==> src/rtl/textbuffer_pkg.sv <==
// textbuffer_pkg: screen geometry, control codes, plane selects and
// text_console state encoding shared across the textbuffer slice.
package textbuffer_pkg;
    localparam int TB_WIDTH  = 20;
    localparam int TB_HEIGHT = 15;
    localparam logic [7:0] CC_BS = 8'h08;
    localparam logic [7:0] CC_LF = 8'h0A;
    localparam logic [7:0] CC_FF = 8'h0C;
    localparam logic [7:0] CC_CR = 8'h0D;
    localparam logic [7:0] SPACE = 8'h20;
    localparam logic PLANE_CHAR = 1'b0;
    localparam logic PLANE_ATTR = 1'b1;
    localparam logic [2:0] ST_IDLE     = 3'd0;
    localparam logic [2:0] ST_WR_CHAR  = 3'd1;
    localparam logic [2:0] ST_WR_ATTR  = 3'd2;
    localparam logic [2:0] ST_SCR_RD   = 3'd3;
    localparam logic [2:0] ST_SCR_WAIT = 3'd4;
    localparam logic [2:0] ST_SCR_WR   = 3'd5;
    localparam logic [2:0] ST_SCR_CLR  = 3'd6;
    localparam logic [2:0] ST_CLEAR    = 3'd7;
endpackage

==> src/rtl/text_console.sv <==
// text_console: turns a valid/ready byte stream into textbuffer writes,
// tracking a cursor and handling CR/LF/BS/FF, line wrap and scroll.
module text_console
    import textbuffer_pkg::*;
#(
    parameter int         WIDTH      = TB_WIDTH,
    parameter int         HEIGHT     = TB_HEIGHT,
    parameter logic [7:0] CLEAR_ATTR = 8'h0F,
    parameter int         AW         = $clog2(WIDTH*HEIGHT)+1
) (
    input  logic          clk,
    input  logic          reset,
    input  logic          in_valid,
    output logic          in_ready,
    input  logic [7:0]    in_data,
    input  logic [7:0]    in_attr,
    output logic          tb_cs,
    output logic          tb_rw,
    output logic [AW-1:0] tb_addr,
    output logic [7:0]    tb_di,
    input  logic [7:0]    tb_dout,
    output logic [4:0]    cur_col,
    output logic [3:0]    cur_row,
    output logic          busy
);
    localparam int PW = AW - 1;
    localparam logic [PW-1:0] W_P         = PW'(WIDTH);
    localparam logic [PW-1:0] CELLS_LAST  = PW'(WIDTH*HEIGHT-1);
    localparam logic [PW-1:0] SCROLL_LAST = PW'(WIDTH*(HEIGHT-1)-1);
    localparam logic [4:0]    COL_LAST    = 5'(WIDTH-1);
    localparam logic [3:0]    ROW_LAST    = 4'(HEIGHT-1);

    function automatic logic [PW-1:0] cell_pos(input logic [3:0] r, input logic [4:0] c);
        return PW'(r) * W_P + PW'(c);
    endfunction

    logic [2:0]    state, state_n;
    logic [PW-1:0] idx, idx_n;
    logic          pl, pl_n;
    logic [7:0]    ch, ch_n, at, at_n;
    logic [4:0]    col_n;
    logic [3:0]    row_n;
    logic          cs_n, rw_n;
    logic [AW-1:0] addr_n;
    logic [7:0]    di_n;
    logic          last_row, wrap, done;

    always_comb begin
        state_n  = state;
        idx_n    = idx;
        pl_n     = pl;
        ch_n     = ch;
        at_n     = at;
        col_n    = cur_col;
        row_n    = cur_row;
        last_row = cur_row >= ROW_LAST;
        wrap     = cur_col >= COL_LAST;
        done     = pl && idx == CELLS_LAST;
        case (state)
            ST_IDLE: if (in_valid && in_ready) begin
                ch_n  = in_data;
                at_n  = in_attr;
                idx_n = '0;
                pl_n  = PLANE_CHAR;
                if (in_data == CC_CR)
                    col_n = '0;
                else if (in_data == CC_BS)
                    col_n = cur_col - {4'd0, cur_col != 5'd0};
                else if (in_data == CC_LF) begin
                    col_n   = '0;
                    row_n   = last_row ? cur_row : cur_row + 4'd1;
                    state_n = last_row ? ST_SCR_RD : ST_IDLE;
                end else if (in_data == CC_FF)
                    state_n = ST_CLEAR;
                else
                    state_n = ST_WR_CHAR;
            end
            ST_WR_CHAR: state_n = ST_WR_ATTR;
            ST_WR_ATTR: begin
                col_n   = wrap ? '0 : cur_col + 5'd1;
                row_n   = (wrap && !last_row) ? cur_row + 4'd1 : cur_row;
                state_n = (wrap && last_row) ? ST_SCR_RD : ST_IDLE;
            end
            ST_SCR_RD:   state_n = ST_SCR_WAIT;
            ST_SCR_WAIT: state_n = ST_SCR_WR;
            ST_SCR_WR: begin
                pl_n    = ~pl;
                idx_n   = pl ? idx + 1'b1 : idx;
                state_n = (pl && idx == SCROLL_LAST) ? ST_SCR_CLR : ST_SCR_RD;
            end
            // tb_cs low here only right after reset: the current cell has not been written yet
            ST_SCR_CLR, ST_CLEAR: if (tb_cs) begin
                pl_n    = ~pl;
                idx_n   = (pl && !done) ? idx + 1'b1 : idx;
                state_n = done ? ST_IDLE : state;
                col_n   = (done && state == ST_CLEAR) ? '0 : cur_col;
                row_n   = (done && state == ST_CLEAR) ? '0 : cur_row;
            end
            default: ;
        endcase
        cs_n   = 1'b0;
        rw_n   = 1'b0;
        addr_n = '0;
        di_n   = '0;
        if (state_n == ST_WR_CHAR || state_n == ST_WR_ATTR) begin
            cs_n   = 1'b1;
            rw_n   = 1'b1;
            addr_n = {state_n == ST_WR_ATTR ? PLANE_ATTR : PLANE_CHAR, cell_pos(row_n, col_n)};
            di_n   = state_n == ST_WR_ATTR ? at_n : ch_n;
        end else if (state_n == ST_SCR_RD || state_n == ST_SCR_WAIT) begin
            cs_n   = 1'b1;
            addr_n = {pl_n, idx_n + W_P};
        end else if (state_n == ST_SCR_WR) begin
            cs_n   = 1'b1;
            rw_n   = 1'b1;
            addr_n = {pl_n, idx_n};
            di_n   = tb_dout;
        end else if (state_n == ST_SCR_CLR || state_n == ST_CLEAR) begin
            cs_n   = 1'b1;
            rw_n   = 1'b1;
            addr_n = {pl_n, idx_n};
            di_n   = pl_n ? CLEAR_ATTR : SPACE;
        end
    end

    always_ff @(posedge clk or negedge reset) begin
        if (!reset) begin
            state    <= ST_CLEAR;
            idx      <= '0;
            pl       <= PLANE_CHAR;
            ch       <= '0;
            at       <= '0;
            cur_col  <= '0;
            cur_row  <= '0;
            tb_cs    <= 1'b0;
            tb_rw    <= 1'b0;
            tb_addr  <= '0;
            tb_di    <= '0;
            in_ready <= 1'b0;
            busy     <= 1'b1;
        end else begin
            state    <= state_n;
            idx      <= idx_n;
            pl       <= pl_n;
            ch       <= ch_n;
            at       <= at_n;
            cur_col  <= col_n;
            cur_row  <= row_n;
            tb_cs    <= cs_n;
            tb_rw    <= rw_n;
            tb_addr  <= addr_n;
            tb_di    <= di_n;
            in_ready <= state_n == ST_IDLE;
            busy     <= state_n != ST_IDLE;
        end
    end
endmodule

==> config.mk <==
export PLATFORM = sky130hd
export DESIGN_NAME = text_console
export DESIGN_NICKNAME = d
export VERILOG_FILES = /design/src/rtl/textbuffer_pkg.sv /design/src/rtl/text_console.sv
export SDC_FILE = /design/constraint.sdc
export NUM_CORES = 1
export LEC_CHECK = 0
export BUFFER_PORTS_ARGS = -buffer_cell sky130_fd_sc_hd__buf_2
export CORE_MARGIN = 4
export CORE_UTILIZATION = 50
export DETAILED_ROUTE_END_ITERATION = 7
export GPL_TIMING_DRIVEN = 0
export PLACE_DENSITY = 0.74
export SKIP_CTS_REPAIR_TIMING = 1
export SLEW_MARGIN = 15
export SYNTH_ARGS = -nofsm -noshare
export SYNTH_HDL_FRONTEND = slang
export SYNTH_SLANG_ARGS = --single-unit
==> constraint.sdc <==
create_clock -name clk -period 3.45 [get_ports clk]
set_input_delay 0.1725 -clock clk [delete_from_list [all_inputs] [get_ports clk]]
set_output_delay 0.1725 -clock clk [all_outputs]
set_load 0.1 [all_outputs]
==> impl_metrics.env <==
export IMPL_finalSetupTns_ns=-0.512
export IMPL_antenna_found_initial=0
export IMPL_numCtsBuffers=9
export IMPL_viasPerCell=5.84
export IMPL_initial_utilization_pct=51.1
export IMPL_syn_nets=448
export IMPL_reg2reg_depth=16
export IMPL_p_clk_share_pct=12.1
export IMPL_cts_root_buffer="clkbuf_8"
export IMPL_setup_worst_path_start_class="register"
export IMPL_arrival_ns=3.93
export IMPL_r2r_slack_ns=-0.27
export IMPL_p_seq_share_pct=25.6
export IMPL_intPower_w=0.00209
export IMPL_dp_slack_ns=-0.594
export IMPL_drt_wl_total_um=9720
export IMPL_p_comb_share_pct=62.3
export IMPL_grt_pass1_wl_um=15800
export IMPL_dr_pass1_iters=5
export IMPL_drt_iter0_markers=259
export IMPL_crit_type="reg -> reg"
export IMPL_cts_path_max_buffers=2
export IMPL_synthArstFlopShare_pct=100
export IMPL_cp_required_ns=3.66
export IMPL_total_power_w=0.00463
export IMPL_violations="negative setup slack"
export IMPL_finalCriticalPeriod_ns=3.72
export IMPL_drc=0
export IMPL_htree_levels=3
export IMPL_cap_violations=0
export IMPL_status="complete, but fails checks"
export IMPL_die_w_um=93.9
export IMPL_yosysWarnings=0
export IMPL_crit_buf_inv=0
export IMPL_grt_overflow=0
export IMPL_rsz0062_at_grt="true"
export IMPL_hp_class="in -> reg"
export IMPL_critPathMaxFanout=6
export IMPL_port_buffers=56
export IMPL_grt_max_degree=61
export IMPL_grtUsageTotal_pct=22.7
export IMPL_switching_share_pct=54.9
export IMPL_clock_latency_ns=0.34
export IMPL_die_area_um2=8820
export IMPL_hold_path_startpoint="tb_dout[6]"
export IMPL_ios=58
export IMPL_cp_startpoint="cur_row[1]$_DFF_PN0_"
export IMPL_num_rows=31
export IMPL_syn_area_um2=3690
export IMPL_ir_drop_v=0.000697
export IMPL_setup_violations=3
export IMPL_slew_headroom_pct=49.7
export IMPL_critPathTopFamily="compound AO/OA/AOI/OAI gates"
export IMPL_finalHoldViolCount=0
export IMPL_worstHoldPathCells=2
export IMPL_grt_pass1_vias=3252
export IMPL_antennaDiodeCount=0
export IMPL_syn2layout_area_growth_pct=21.7
export IMPL_cts_sinks=60
export IMPL_critPathCaptureType="register"
export IMPL_cp_cell_sequence="ha_4, o211ai_1, nand2_1, a211o_1, a211o_1, o21ai_2, o41ai_4, ha_2, ha_4, fa_1, nand2_1, o21bai_1, nor2_1, xnor2_1, a22oi_1, o22ai_1"
export IMPL_detail_route_antenna_nets=0
export IMPL_worst_pin_slew_ns=0.754
export IMPL_via_count=3379
export IMPL_yosysSeqAreaShare_pct=40.8
export IMPL_avgSynthCellArea_um2=9.13
export IMPL_rr_startpoint="cur_row[1]$_DFF_PN0_"
export IMPL_syn_instance_count=404
export IMPL_dpl_hpwl_um=7210
export IMPL_synth_edff_count=0
export IMPL_slew_violations=0
export IMPL_p_switching_w=0.00254
export IMPL_dieHeight_um=93.9
export IMPL_max_freq_mhz=269
export IMPL_drive_gt1_share_pct=29.8
export IMPL_wl_per_cell_um=16.8
export IMPL_fill_cells=629
export IMPL_p_leak_nw=2.08
export IMPL_cp_slowest_cell="fa_1"
export IMPL_power_density_nw_per_um2=1030
export IMPL_tritoncts="yes"
export IMPL_fin_ws_ns=-0.272
export IMPL_slowest_delay_ns=0.53
export IMPL_cts_clk_slew_worst_paths_ns=0.07
export IMPL_ys_ff_latch=60
export IMPL_min_to="tb_di[6]$_DFF_PN0_"
export IMPL_final_util_pct=62.2
export IMPL_place_congestion=0.925
export IMPL_ys_types=71
export IMPL_r2r_end="tb_addr[8]$_DFF_PN0_"
export IMPL_final_nets=519
export IMPL_core_um2=7210
export IMPL_skew_ns=0.00795
export IMPL_fin_crit_sh_pct=108
export IMPL_synth_main_ff_cell="dfrtp_1"
==> through the flow <==
stage	hold WS (ns)	area [um^2]	std cells
2_1_floorplan	-0.123	3810	404
4_1_cts	-0.0841	4400	575
6_report	0.0474	4490	579
3_3_place_gp	0.388	4220	559
5_1_grt	0.0491	4490	579
3_5_place_dp	0.289	4220	559
==> cell usage in the layout, fill, tap and decap left out, types with 7 or more instances in the layout <==
cell type	n
a21oi_1	13
a22o_1	7
buf_2	57
clkbuf_1	7
clkbuf_8	9
dfrtp_1	48
ha_1	10
inv_1	13
mux2_2	8
nand2_1	77
nand3_1	16
nor2_1	23
o21ai_0	16
xor2_1	7
==> cells by family (layout without fill, tap and decap cells) <==
| group | after synthesis | after routing | synth area share (%) |
|---|---|---|---|
| AOI/OAI and AO/OA | 104 | 104 | 20.9 |
| xor gates and xnor gates | 12 | 12 | 2.85 |
| adders and majority gates | 17 | 17 | 6.17 |
| buffers and inverters | 31 | 107 | 3.56 |
| DFF | 60 | 60 | 40.8 |
| muxes | 10 | 10 | 2.99 |
| and+or+nand+nor | 170 | 170 | 22.7 |
==> synthesized netlist by cell type (all sizes together) (5+ instances only) <==
cell type | n | area share, %
a31oi | 5 | 0.85
ha | 15 | 5.1
xnor2 | 5 | 1.2
mux2 | 8 | 2.4
dfrtp | 56 | 38
a41oi | 5 | 1.2
clkbuf | 12 | 1.2
xor2 | 7 | 1.7
o21ai | 19 | 2.7
nor3 | 6 | 0.95
a21oi | 15 | 2.1
nand3 | 16 | 2.2
nor2 | 25 | 2.5
a221o | 6 | 1.6
nand2 | 79 | 8.0
inv | 16 | 1.8
and2 | 6 | 1.0
nor2b | 5 | 0.85
a22o | 7 | 1.7
a21o | 5 | 1.0
==> power groups by stage <==
stage               Clock [W]  Sequential [W]  Combinational (W)
finish               0.000561         0.00118            0.00288
global route         0.000606         0.00121            0.00310
CTS                  0.000569         0.00117            0.00282
detailed placement          0         0.00119            0.00280
global placement            0         0.00117            0.00277
floorplan                   0         0.00203            0.00138
==> sequential cells by signal, summed over array words and instances, names as in the netlist <==
name,cells
tb_rw,1
cur_row,4
pl,1
tb_cs,1
tb_addr,10
idx,9
at,8
tb_di,8
state,3
in_ready,1
cur_col,5
busy,1
ch,8
==> routing by layer <==
metal	vias to the layer above	wire (um)	track usage, %
li1	1626	-	-
met1	1631	4370	30.6
met2	110	4580	37.0
met3	12	636	4.81
met4	0	131	6.14
met5	-	0	0
==> worst reg2reg max path, stage by stage, from the launching register on <==
cell and delay (ns):
dfrtp_4 0.51, ha_4 0.17, o211ai_1 0.31, nand2_1 0.10, a211o_1 0.29, a211o_1 0.31
o21ai_2 0.20, o41ai_4 0.12, ha_2 0.22, ha_4 0.17, fa_1 0.53, nand2_1 0.08
o21bai_1 0.17, nor2_1 0.12, xnor2_1 0.08, a22oi_1 0.14, o22ai_1 0.09
==> final cells by class <==
class / count / area [um^2] / share of cell area [%]
well taps: 99 / 124 / 2.76
flip-flops and latches: 60 / 1530 / 34.1
multi-input cells: 313 / 2200 / 49.0
plain buffers: 14 / 70.1 / 1.56
clock buffers: 9 / 124 / 2.76
inverters: 16 / 65.1 / 1.45
clock inverters: 7 / 52.6 / 1.17
repair buffers: 61 / 323 / 7.19
==> worst max path at each step <==
stage | end | slack [ns] | cells after the start
5_1_grt | tb_addr[8]$_DFF_PN0_ | -0.45 | 16
3_5_place_dp | tb_addr[8]$_DFF_PN0_ | -0.59 | 14
3_3_place_gp | tb_addr[8]$_DFF_PN0_ | -0.63 | 14
6_report | tb_addr[8]$_DFF_PN0_ | -0.27 | 16
4_1_cts | tb_addr[8]$_DFF_PN0_ | -0.53 | 13
2_1_floorplan | tb_addr[8]$_DFF_PN0_ | -0.27 | 17
(Power assumes the default switching activity.)
